==> config.mk <==
export PLATFORM = sky130hd
export DESIGN_NAME = apb_master_bridge_flat
export DESIGN_NICKNAME = d
export VERILOG_FILES = /design/src/rtl/apb_master_bridge_if.sv /design/src/rtl/apb_master_bridge.sv /design/src/flat_wrapper.sv
export SDC_FILE = /design/constraint.sdc
export NUM_CORES = 1
export LEC_CHECK = 0
export BUFFER_PORTS_ARGS = -buffer_cell sky130_fd_sc_hd__buf_2
export CORE_MARGIN = 4
export CORE_UTILIZATION = 46
export DETAILED_ROUTE_END_ITERATION = 6
export PLACE_DENSITY_LB_ADDON = 0.1
export SKIP_LAST_GASP = 1
export SLEW_MARGIN = 10
export SYNTH_ARGS = -nofsm -noshare
export SYNTH_HDL_FRONTEND = slang
export SYNTH_SLANG_ARGS = --single-unit
==> constraint.sdc <==
create_clock -name p_clk -period 2.05 [get_ports p_clk]
set_clock_uncertainty 0.1 [all_clocks]
set_input_delay 0.3075 -clock p_clk [delete_from_list [all_inputs] [get_ports p_clk]]
set_output_delay 0.3075 -clock p_clk [all_outputs]
set_load 0.005 [all_outputs]
==> src/rtl/apb_master_bridge_if.sv <==
// Local command/response stream plus APB4 requester bus for apb_master_bridge.
// The master modport is the bridge side; slave is the interconnect/APB-slave side.
interface apb_master_bridge_if #(
  parameter int AddrBits = 32
);
  logic                cmd_valid;
  logic                cmd_ready;
  logic [AddrBits-1:0] cmd_addr;
  logic                cmd_write;
  logic [31:0]         cmd_wdata;
  logic [3:0]          cmd_strb;

  logic                rsp_valid;
  logic                rsp_ready;
  logic [31:0]         rsp_rdata;
  logic                rsp_err;

  logic [AddrBits-1:0] p_addr;
  logic                p_sel;
  logic                p_enable;
  logic                p_write;
  logic [31:0]         p_wdata;
  logic [3:0]          p_strb;
  logic [31:0]         p_rdata;
  logic                p_ready;
  logic                p_slverr;

  modport master (
    input  cmd_valid, cmd_addr, cmd_write, cmd_wdata, cmd_strb,
    input  rsp_ready,
    input  p_rdata, p_ready, p_slverr,
    output cmd_ready, rsp_valid, rsp_rdata, rsp_err,
    output p_addr, p_sel, p_enable, p_write, p_wdata, p_strb
  );

  modport slave (
    output cmd_valid, cmd_addr, cmd_write, cmd_wdata, cmd_strb,
    output rsp_ready,
    output p_rdata, p_ready, p_slverr,
    input  cmd_ready, rsp_valid, rsp_rdata, rsp_err,
    input  p_addr, p_sel, p_enable, p_write, p_wdata, p_strb
  );
endinterface

==> src/rtl/apb_master_bridge.sv <==
// Single-outstanding APB4 requester: valid/ready command in, SETUP/ACCESS on APB,
// response with read data / error out. ACCESS is bounded by a timeout.
//
// state  | meaning
// IDLE   | cmd_ready high, waiting for a command
// SETUP  | p_sel high for one cycle, timeout counter cleared
// ACCESS | p_sel and p_enable high, waiting for p_ready or timeout
// RESP   | rsp_valid high until rsp_ready
module apb_master_bridge #(
  parameter int AddrBits      = 32,
  parameter int TimeoutCycles = 32
) (
  input logic               p_clk,
  input logic               p_resetn,
  apb_master_bridge_if.master bus
);

  localparam int CntBits = $clog2(TimeoutCycles + 1);
  localparam logic [CntBits-1:0] CntLast = CntBits'(TimeoutCycles - 1);

  typedef enum logic [1:0] {IDLE, SETUP, ACCESS, RESP} state_t;

  state_t              state;
  logic [CntBits-1:0]  cnt;
  logic                cmd_ready_q;
  logic                rsp_valid_q;
  logic [31:0]         rsp_rdata_q;
  logic                rsp_err_q;
  logic [AddrBits-1:0] addr_q;
  logic                sel_q;
  logic                enable_q;
  logic                write_q;
  logic [31:0]         wdata_q;
  logic [3:0]          strb_q;

  always_ff @(posedge p_clk or negedge p_resetn) begin
    if (!p_resetn) begin
      state       <= IDLE;
      cnt         <= '0;
      cmd_ready_q <= 1'b0;
      rsp_valid_q <= 1'b0;
      rsp_rdata_q <= '0;
      rsp_err_q   <= 1'b0;
      addr_q      <= '0;
      sel_q       <= 1'b0;
      enable_q    <= 1'b0;
      write_q     <= 1'b0;
      wdata_q     <= '0;
      strb_q      <= '0;
    end else begin
      case (state)
        IDLE: begin
          // cmd_ready comes up one cycle after reset release, then stays high in IDLE
          if (cmd_ready_q && bus.cmd_valid) begin
            addr_q      <= bus.cmd_addr;
            write_q     <= bus.cmd_write;
            wdata_q     <= bus.cmd_wdata;
            strb_q      <= bus.cmd_write ? bus.cmd_strb : 4'b0000;
            sel_q       <= 1'b1;
            cmd_ready_q <= 1'b0;
            state       <= SETUP;
          end else begin
            cmd_ready_q <= 1'b1;
          end
        end
        SETUP: begin
          enable_q <= 1'b1;
          cnt      <= '0;
          state    <= ACCESS;
        end
        ACCESS: begin
          if (bus.p_ready) begin
            rsp_err_q   <= bus.p_slverr;
            rsp_rdata_q <= (!write_q && !bus.p_slverr) ? bus.p_rdata : 32'h0;
            sel_q       <= 1'b0;
            enable_q    <= 1'b0;
            rsp_valid_q <= 1'b1;
            state       <= RESP;
          end else if (cnt == CntLast) begin
            rsp_err_q   <= 1'b1;
            rsp_rdata_q <= 32'h0;
            sel_q       <= 1'b0;
            enable_q    <= 1'b0;
            rsp_valid_q <= 1'b1;
            state       <= RESP;
          end else begin
            cnt <= cnt + 1'b1;
          end
        end
        RESP: begin
          if (bus.rsp_ready) begin
            rsp_valid_q <= 1'b0;
            cmd_ready_q <= 1'b1;
            state       <= IDLE;
          end
        end
        default: state <= IDLE;
      endcase
    end
  end

  assign bus.cmd_ready = cmd_ready_q;
  assign bus.rsp_valid = rsp_valid_q;
  assign bus.rsp_rdata = rsp_rdata_q;
  assign bus.rsp_err   = rsp_err_q;
  assign bus.p_addr    = addr_q;
  assign bus.p_sel     = sel_q;
  assign bus.p_enable  = enable_q;
  assign bus.p_write   = write_q;
  assign bus.p_wdata   = wdata_q;
  assign bus.p_strb    = strb_q;

endmodule

==> src/flat_wrapper.sv <==
// flat-port wrapper written by rule: the top's interface ports become plain ports
module apb_master_bridge_flat 
#(
  parameter int AddrBits      = 32,
  parameter int TimeoutCycles = 32
)
  (p_clk, p_resetn, bus_cmd_valid, bus_cmd_addr, bus_cmd_write, bus_cmd_wdata, bus_cmd_strb, bus_rsp_ready, bus_p_rdata, bus_p_ready, bus_p_slverr, bus_cmd_ready, bus_rsp_valid, bus_rsp_rdata, bus_rsp_err, bus_p_addr, bus_p_sel, bus_p_enable, bus_p_write, bus_p_wdata, bus_p_strb);
  apb_master_bridge_if #(.AddrBits(AddrBits)) bus_i ();
  input logic p_clk;
  input logic p_resetn;
  input wire logic [$bits(bus_i.cmd_valid)-1:0] bus_cmd_valid;
  input wire logic [$bits(bus_i.cmd_addr)-1:0] bus_cmd_addr;
  input wire logic [$bits(bus_i.cmd_write)-1:0] bus_cmd_write;
  input wire logic [$bits(bus_i.cmd_wdata)-1:0] bus_cmd_wdata;
  input wire logic [$bits(bus_i.cmd_strb)-1:0] bus_cmd_strb;
  input wire logic [$bits(bus_i.rsp_ready)-1:0] bus_rsp_ready;
  input wire logic [$bits(bus_i.p_rdata)-1:0] bus_p_rdata;
  input wire logic [$bits(bus_i.p_ready)-1:0] bus_p_ready;
  input wire logic [$bits(bus_i.p_slverr)-1:0] bus_p_slverr;
  output wire logic [$bits(bus_i.cmd_ready)-1:0] bus_cmd_ready;
  output wire logic [$bits(bus_i.rsp_valid)-1:0] bus_rsp_valid;
  output wire logic [$bits(bus_i.rsp_rdata)-1:0] bus_rsp_rdata;
  output wire logic [$bits(bus_i.rsp_err)-1:0] bus_rsp_err;
  output wire logic [$bits(bus_i.p_addr)-1:0] bus_p_addr;
  output wire logic [$bits(bus_i.p_sel)-1:0] bus_p_sel;
  output wire logic [$bits(bus_i.p_enable)-1:0] bus_p_enable;
  output wire logic [$bits(bus_i.p_write)-1:0] bus_p_write;
  output wire logic [$bits(bus_i.p_wdata)-1:0] bus_p_wdata;
  output wire logic [$bits(bus_i.p_strb)-1:0] bus_p_strb;
  assign bus_i.cmd_valid = bus_cmd_valid;
  assign bus_i.cmd_addr = bus_cmd_addr;
  assign bus_i.cmd_write = bus_cmd_write;
  assign bus_i.cmd_wdata = bus_cmd_wdata;
  assign bus_i.cmd_strb = bus_cmd_strb;
  assign bus_i.rsp_ready = bus_rsp_ready;
  assign bus_i.p_rdata = bus_p_rdata;
  assign bus_i.p_ready = bus_p_ready;
  assign bus_i.p_slverr = bus_p_slverr;
  assign bus_cmd_ready = bus_i.cmd_ready;
  assign bus_rsp_valid = bus_i.rsp_valid;
  assign bus_rsp_rdata = bus_i.rsp_rdata;
  assign bus_rsp_err = bus_i.rsp_err;
  assign bus_p_addr = bus_i.p_addr;
  assign bus_p_sel = bus_i.p_sel;
  assign bus_p_enable = bus_i.p_enable;
  assign bus_p_write = bus_i.p_write;
  assign bus_p_wdata = bus_i.p_wdata;
  assign bus_p_strb = bus_i.p_strb;
  apb_master_bridge #(.AddrBits(AddrBits), .TimeoutCycles(TimeoutCycles)) u_core (.p_clk(p_clk), .p_resetn(p_resetn), .bus(bus_i));
endmodule
==> results.cfg, run 1 <==
[run_status]
outcome = completed

[place]
dp.cells = 633
hpwl_um = 8300
gp_congestion = 0.768
port_buffers = 212

[clock_network]
cts_inserted_buffers = 17
cts-root-buf = clkbuf_8
clk_latency_ps = 490
cts_resized = 0
clk_pin_slew_ps = 60
clock-sinks = 114
ctsHtreeMaxLevel = 4
cts_tree = yes
cts_max_path_buffers = 2

[setup_path]
path_max_fanout = 56
slowest_delay_ps = 400
startpoint = u_core.state[0]$_DFFE_PN0P_
worst_path_max_delay_cell = dfrtp_1
cp.required_ps = 2320
end_kind = flop
crit_type = flop to flop
r2r_start = u_core.state[0]$_DFFE_PN0P_
path_cells = inv_1 > ha_1 > nand3_4 > buf_12 > mux2_2
cp.arrival_ps = 2070
r2r_slack_ps = 250
cp-start-kind = flop

[yosys]
synth_top_family_by_area = multiplexers
yosysSeqAreaShare_pct = 64.1
syn_area_per_cell_um2 = 14.8
synth-compound-area-share_pct = 10.5
synth.distinct_cells = 36
synth-seq-cells = 114
ys_top_cells_by_area = dfrtp_1 64%, mux2_2 16%, a22o_1 6.5%, ha_1 1.4%, o21ai_0 1.2%
syn-instance-count = 301
syn-num-nets = 413
yosys-mux-area-fraction_pct = 16.7
yosysTopAreaCellShare_pct = 64.1
synthAdderAreaFrac_pct = 1.41
synth_xor_area_share_pct = 0.197
syn_area_mm2 = 0.00445
synth_simple_gate_area_share_pct = 4.36
ys_warn_count = 0
async_flop_share_pct = 100
synth_ff_type = dfrtp_1
yosys.area.top_type = dfrtp_1
synth_edf_count = 0

[finish]
nNetsFinal = 739
final_common_cell = buf_2
antenna_cells = 0
syn2layout_area_growth_pct = 64.8
layout_common_cells = 211 x buf_2, 114 x dfrtp_1, 104 x dlygate4sd3_1
multi_input_area_mm2 = 0.00149
drive_above_1_share_pct = 50.6
n_fill_cell = 561
finalNonFillerCells = 769
regArea_mm2 = 0.00285

[power]
power_density_mw_per_mm2 = 1360
clkPwrFrac_pct = 28.9
p_int_mw = 6.91
p_comb_share_pct = 33.3
finalPower_mw = 9.98
p_sw_mw = 3.07
p_sw_share_pct = 30.8
ir_drop_mv = 0.866
leakage_nw = 3.67
p_seq_share_pct = 37.8

[floorplan]
ios = 213
core_mm2 = 0.00933
fp.dieH_um = 106
die_w_um = 106
die_area_mm2 = 0.0113
start_util_pct = 47.7
rows = 35

[routing]
drtIter0Drc = 147
ant_nets = 0
drc_errors = 0
drt_wl_total_um = 13600
vias_per_cell = 4.98
wl_per_cell_um = 17.7
dr.pass1.iters = 4
vias = 3826

[sta]
hold_viol = 0
finalSetupViolations = 0
rsz0062_at_grt = false
layout_min_cycle_time_ps = 1800
setup_tns_ps = 0
worstMarginPinSlew_ps = 436
fin_crit_sh_pct = 87.9
max_freq_ghz = 0.555
relSlewSlack_pct = 70.9
drv_slew = 0

[flow_run]
max-cap-violations = 0

[global_routing]
first_global_vias = 4142
antenna_found_initial = 0
grt_overflow_total = 0
grt_pass1_wl_um = 21600
grt_usage_pct = 24.6
grt_start_max_net_pins = 57

[min_path]
hold_path_class = primary input to flop
hp-start = bus_cmd_write
[logic make-up (layout without fill, tap and decap cells)]
group / Yosys count / in the layout
AO/OA/AOI/OAI: 59 / 59
XOR/XNOR: 1 / 1
adder cells (fa/ha/maj): 5 / 5
buffers and inverters: 22 / 361
flip-flops: 114 / 114
multiplexers: 66 / 66
AND/OR/NAND/NOR: 34 / 34
[area by class of cell]
class / count / share of cell area (%)
inverters: 5 / 0.256
well taps: 129 / 2.20
clock inverters: 13 / 2.08
multi-input cells: 165 / 20.3
flip-flops and latches: 114 / 38.9
clock buffers: 19 / 6.02
repair buffers: 324 / 30.2
[synthesized netlist by cell type, types with 2 or more instances]
cell      instances
a21oi_1           2
a22o_1           33
a31oi_1           3
and3b_1           2
buf_2             7
buf_6             4
clkbuf_1          6
dfrtp_1         114
ha_1              5
inv_1             5
mux2_2           65
nand2_1          14
nand2b_1          2
nand3_1           3
nand3b_1          2
nor2_1            4
o21ai_0          11
[power groups by stage]
| stage | Clock [mW] | Sequential [mW] | Combinational [mW] |
|---|---|---|---|
| 2_1_floorplan | 0 | 3.83 | 1.58 |
| 3_3_place_gp | 0 | 3.73 | 3.06 |
| 3_5_place_dp | 0 | 3.77 | 3.15 |
| 4_1_cts | 2.95 | 3.74 | 3.33 |
| 5_1_grt | 3.05 | 3.90 | 3.63 |
| 6_report | 2.88 | 3.78 | 3.32 |
[per-stage QoR]
stage	cell area [um2]	util (%)	worst slack [ps]	hold slack, ps
2_1_floorplan	4450	-	286	-88.1
3_3_place_gp	5700	61.1	336	170
3_5_place_dp	5700	61.1	300	177
4_1_cts	7330	78.6	274	0.498
5_1_grt	7330	78.6	172	27.2
6_report	7330	78.6	247	38.5
[flip-flops by register name (all words and copies together) (netlist names)]
| name | count |
|---|---|
| u_core.bus.p_sel | 1 |
| u_core.bus.p_wdata | 32 |
| u_core.bus.p_strb | 4 |
| u_core.cnt | 6 |
| u_core.bus.rsp_valid | 1 |
| u_core.bus.rsp_rdata | 32 |
| u_core.state | 2 |
| u_core.bus.p_enable | 1 |
| u_core.bus.p_addr | 32 |
| u_core.bus.rsp_err | 1 |
| u_core.bus.p_write | 1 |
| u_core.bus.cmd_ready | 1 |
[worst max-delay path, delay by kind of cell, from the launching register on]
kind,cells,cell delay (ps)
flip-flops,1,400
buffers and inverters,2,350
AND/OR/NAND/NOR,1,110
multiplexers,1,400
adder cells (fa/ha/maj),1,290
[routing by layer]
metal	vias to the layer above	wire, um	track usage [%]
met2	172	7050	43.2
li1	1752	-	-
met1	1873	5130	27.7
met4	0	384	10.5
met5	-	0	0
met3	29	1010	7.16
[final timing paths]
check,endpoint,cells past startpoint
max,u_core.bus.p_wdata[29]$_DFFE_PN0P_,5
min,u_core.bus.p_write$_DFFE_PN0P_,2
max reg2reg,u_core.bus.p_wdata[29]$_DFFE_PN0P_,5
min reg2reg,u_core.bus.p_strb[0]$_DFFE_PN0P_,2
max in group asynchronous,u_core.bus.rsp_rdata[4]$_DFFE_PN0P_,3
min in group asynchronous,u_core.bus.p_wdata[24]$_DFFE_PN0P_,2
[what timing repair did]
| item | CTS | global route |
|---|---|---|
| setup buffers | 0 | 0 |
| hold endpoints to repair | 156 | 0 |
| hold buffers | 104 | 0 |
(Power assumes the default switching activity.)
==> inputs of run 2 (changes only) <==
==> constraint.sdc (replaced) <==
create_clock -name p_clk -period 2.05 [get_ports p_clk]
set_clock_uncertainty 0.1 [all_clocks]
set_input_delay 0.41 -clock p_clk [delete_from_list [all_inputs] [get_ports p_clk]]
set_output_delay 0.41 -clock p_clk [all_outputs]
set_load 0.005 [all_outputs]
==> run 2 against run 1 <==
  * Non-clock buffer count fell by 104
  * Critical path depth fell by 1
  * Final cell count fell by 14%
  * First-iteration DRC count rose by 8.2%
  * Fmax rose by 1.4%
  * Wire length fell by 18%
  * Via count fell by 14%
  * Die area did not move
==> results.cfg, run 2 (synthesis gave the netlist of run 1 again) <==
[floorplan]
start_util_pct = 47.7
rows = 35
fp.dieH_um = 106
die_w_um = 106
core_mm2 = 0.00933
ios = 213
die_area_mm2 = 0.0113

[global_routing]
antenna_found_initial = 1
grt_overflow_total = 0
grt_usage_pct = 20.2
first_global_vias = 3368
grt_start_max_net_pins = 58
grt_pass1_wl_um = 17700

[sta]
relSlewSlack_pct = 68.7
rsz0062_at_grt = false
max_freq_ghz = 0.562
drv_slew = 0
finalSetupViolations = 0
setup_tns_ps = 0
hold_viol = 0
layout_min_cycle_time_ps = 1780
worstMarginPinSlew_ps = 469
fin_crit_sh_pct = 86.7
fin_hold_ws_ps = 32.2

[clock_network]
cts_setup_buffers = 0
cts_tree = yes
clk_pin_slew_ps = 50
ctsHtreeMaxLevel = 4
clock-sinks = 114
cts_max_path_buffers = 2
clk_latency_ps = 500
cts_inserted_buffers = 17
cts_resized = 0
cts-root-buf = clkbuf_8

[power]
ir_drop_mv = 0.799
power_density_mw_per_mm2 = 1580
leakage_nw = 3.29

[setup_path]
cp.arrival_ps = 2110
path_buf_inv = 0
path_cells = ha_1 > a21oi_4 > nand2b_4 > a22o_1
worstRegToRegCells = 4
cp.required_ps = 2380
r2r_slack_ps = 270
r2r_start = u_core.cnt[0]$_DFFE_PN0P_
cp-start-kind = flop
path_delay_family = compound AO/OA/AOI/OAI gates
slowest_delay_ps = 420
crit_cells = 4
startpoint = u_core.cnt[0]$_DFFE_PN0P_
crit_type = flop to flop
worst_path_max_delay_cell = nand2b_4
r2r-end = u_core.bus.rsp_rdata[5]$_DFFE_PN0P_
end_kind = flop
path_max_fanout = 33

[finish]
regArea_mm2 = 0.00285
fin_area_mm2 = 0.00635
final_common_cell = buf_2
multi_input_area_mm2 = 0.00149
syn2layout_area_growth_pct = 42.8
drive_above_1_share_pct = 60.1
layout_common_cells = 211 x buf_2, 114 x dfrtp_1, 65 x mux2_2
n_fill_cell = 708
nNetsFinal = 635

[routing]
vias_per_cell = 4.96
dr.pass1.iters = 4
wl_per_cell_um = 16.8
vias = 3291
drtIter0Drc = 159
ant_nets = 0
drc_errors = 0
drt_wl_total_um = 11200

[min_path]
hp-start = bus_p_rdata[12]
min_to = u_core.bus.rsp_rdata[12]$_DFFE_PN0P_
min_path_cells = 2
hold_path_class = primary input to flop

[flow_run]
max-cap-violations = 0

[place]
gp_congestion = 0.772
port_buffers = 212
dpl-instance-area_mm2 = 0.00569
hpwl_um = 8210

[run_status]
outcome = completed
==> run 2: cell count changes in the layout (fill, tap and decap cells not counted) <==
cell	change
clkinv_2	+4
buf_4	-1
diode_2	+1
clkinvlp_4	-5
inv_8	-1
clkinv_4	-2
dlygate4sd3_1	-103
bufinv_16	+4
inv_6	-2
==> run 2: per-layer routing <==
metal	share of wire [%]	up-vias	routed length, um	track usage (%)
met2	49	144	5500	32.4
met4	2.2	0	244	7.49
met3	9.3	22	1040	8.80
met1	39	1582	4380	24.3
met5	0	-	0	0
li1	-	1543	-	-
==> run 2: worst reg2reg max path, delay by kind of cell (launching register included) <==
| kind | cells | cell delay (ps) |
|---|---|---|
| compound gates | 2 | 480 |
| fa+ha+maj | 1 | 290 |
| flops | 1 | 410 |
| simple gates | 1 | 420 |
==> run 2: cell type report <==
class	instances	share of cell area [%]
flip-flops and latches	114	44.9
multi-input cells	165	23.5
repair buffers	220	18.5
clock buffers	19	6.95
clock inverters	11	3.29
well taps	129	2.54
inverters	5	0.295
diodes	1	0.0394
==> run 2: how the worst max path moves through the flow <==
stage                                                endpoint
after floorplan             u_core.bus.p_addr[25]$_DFFE_PN0P_
after global placement       u_core.bus.p_addr[3]$_DFFE_PN0P_
after detailed placement    u_core.bus.p_addr[22]$_DFFE_PN0P_
after CTS                   u_core.bus.p_addr[22]$_DFFE_PN0P_
after global routing      u_core.bus.rsp_rdata[7]$_DFFE_PN0P_
final                     u_core.bus.rsp_rdata[5]$_DFFE_PN0P_
==> run 2: through the flow <==
step	std cells	total power [mW]	worst slack, ps	utilization (%)
after detailed placement	632	6.90	299	61.0
after floorplan	301	5.41	286	-
final	664	10.0	272	68.1
after global routing	664	10.7	144	68.1
after global placement	632	6.79	337	61.0
after CTS	663	10.2	274	68.1
==> run 2: report_power, final <==
group | internal [mW] | total [mW] | switching, mW
clock | 2.26 | 3.21 | 0.954
sequential | 3.24 | 3.74 | 0.496
combinational | 1.72 | 3.08 | 1.35
total | 7.22 | 10.0 | 2.80
==> run 2: timing repair <==
| item | 4_1_cts | 5_1_grt |
|---|---|---|
| hold buffers | 1 | 0 |
| endpoints found under the setup margin | 0 | 0 |
| hold endpoints to repair | 32 | 0 |
==> inputs of run 3 (changes only) <==
--- a/config.mk
+++ b/config.mk
@@ -9,6 +9,7 @@
 export CORE_MARGIN = 4
 export CORE_UTILIZATION = 46
 export DETAILED_ROUTE_END_ITERATION = 6
+export MAX_ROUTING_LAYER = met4
 export PLACE_DENSITY_LB_ADDON = 0.1
 export SKIP_LAST_GASP = 1
 export SLEW_MARGIN = 10
==> run 3 against run 2 <==
  * Setup slack got worse by 4.2 ps
  * Utilization is the same
  * Wire length hardly changed
  * Critical path type unchanged
==> results.cfg, run 3 (synthesis gave the netlist of run 1 again) <==
[setup_path]
startpoint = u_core.cnt[0]$_DFFE_PN0P_
worst_path_max_delay_cell = nand2b_4
end_kind = flop
cp.required_ps = 2380
cp.arrival_ps = 2120
slowest_delay_ps = 420
path_max_fanout = 33
r2r_start = u_core.cnt[0]$_DFFE_PN0P_
path_cells = ha_1 > a21oi_4 > nand2b_4 > a22o_1
cp-start-kind = flop
crit_type = flop to flop

[routing]
vias = 3291
vias_per_cell = 4.96
drtIter0Drc = 164
ant_nets = 0
drc_errors = 0
wl_per_cell_um = 16.8
drt_wl_total_um = 11200
dr.pass1.iters = 5

[floorplan]
start_util_pct = 47.7
die_area_mm2 = 0.0113
fp.dieH_um = 106
ios = 213
die_w_um = 106
core_mm2 = 0.00933
rows = 35

[global_routing]
grt_start_max_net_pins = 58
grt_pass1_wl_um = 17700
first_global_vias = 3372
grt_usage_pct = 20.8
grt_overflow_total = 0
antenna_found_initial = 1

[clock_network]
cts_setup_buffers = 0
clk_pin_slew_ps = 50
cts_max_path_buffers = 2
ctsHtreeMaxLevel = 4
clock-sinks = 114
cts_tree = yes
cts_resized = 0
cts-root-buf = clkbuf_8
cts_inserted_buffers = 17
clk_latency_ps = 500

[min_path]
hp-start = bus_p_rdata[12]
hold_path_class = primary input to flop

[place]
gp_congestion = 0.783
hpwl_um = 8210
port_buffers = 212
preCtsSetupSlack_ps = 299
dp.cells = 632

[sta]
layout_min_cycle_time_ps = 1780
worstMarginPinSlew_ps = 474
rsz0062_at_grt = false
setup_tns_ps = 0
max_freq_ghz = 0.561
fin_crit_sh_pct = 86.9
fin_ws_ps = 268
drv_slew = 0
relSlewSlack_pct = 68.4
hold_viol = 0
finalSetupViolations = 0
fin_hold_ws_ps = 31.9

[flow_run]
max-cap-violations = 0

[finish]
layout_common_cells = 211 x buf_2, 114 x dfrtp_1, 65 x mux2_2
finalNonFillerCells = 664
final_common_cell = buf_2
nNetsFinal = 635
utilization_pct = 68.1
syn2layout_area_growth_pct = 42.8
drive_above_1_share_pct = 60.1

[power]
ir_drop_mv = 0.802
leakage_nw = 3.29
power_density_mw_per_mm2 = 1580

[run_status]
outcome = completed
run 3: cell counts in the layout (fill, tap and decap cells not counted):
No cell type changed its count.
run 3: worst paths after layout:
kind                                                        end  slack [ps]  cells after the start
max                         u_core.bus.rsp_rdata[5]$_DFFE_PN0P_         270                      4
min                        u_core.bus.rsp_rdata[12]$_DFFE_PN0P_          30                      2
max reg2reg                 u_core.bus.rsp_rdata[5]$_DFFE_PN0P_         270                      4
min reg2reg                    u_core.bus.p_strb[1]$_DFFE_PN0P_         380                      2
max in group asynchronous    u_core.bus.p_wdata[21]$_DFFE_PN0P_         930                      3
min in group asynchronous    u_core.bus.p_wdata[24]$_DFFE_PN0P_         310                      2
run 3: layout make-up:
cell class | count | area [um2]
diodes | 1 | 2.50
clock buffers | 19 | 442
clock inverters | 11 | 209
fillers | 708 | 2980
inverters | 5 | 18.8
multi-input cells | 165 | 1490
flip-flops and latches | 114 | 2850
well taps | 129 | 161
repair buffers | 220 | 1180
run 3: layer usage:
metal  share of wire, %  vias up  track usage, %
li1                   -     1540               -
met1                 40     1580            25.0
met2                 50      151            32.3
met3                8.7       20            7.89
met4                2.0        0            7.49
met5                  0        -               -
run 3: stage by stage:
step	area [um2]	power, mW
after floorplan	4450	5.41
after global placement	5690	6.79
after detailed placement	5690	6.90
after CTS	6350	10.2
after global routing	6350	10.7
final	6350	10.0
run 3: repair_timing:
item,CTS,global route
endpoints found under the setup margin,0,0
hold buffers,1,0
hold endpoints to repair,32,0
run 3: where the power goes:
group,switching [mW],leakage [nW],total [mW],internal (mW)
logic,1.36,1.55,3.08,1.72
registers,0.498,1.41,3.74,3.24
clock network,0.952,0.323,3.21,2.26
total,2.81,3.29,10.0,7.22
run 3: worst max-delay path, delay by kind of cell, from the launching register on:
kind            cells  cell delay (ps)
compound gates      2              480
fa+ha+maj           1              290
simple gates        1              420
flops               1              410
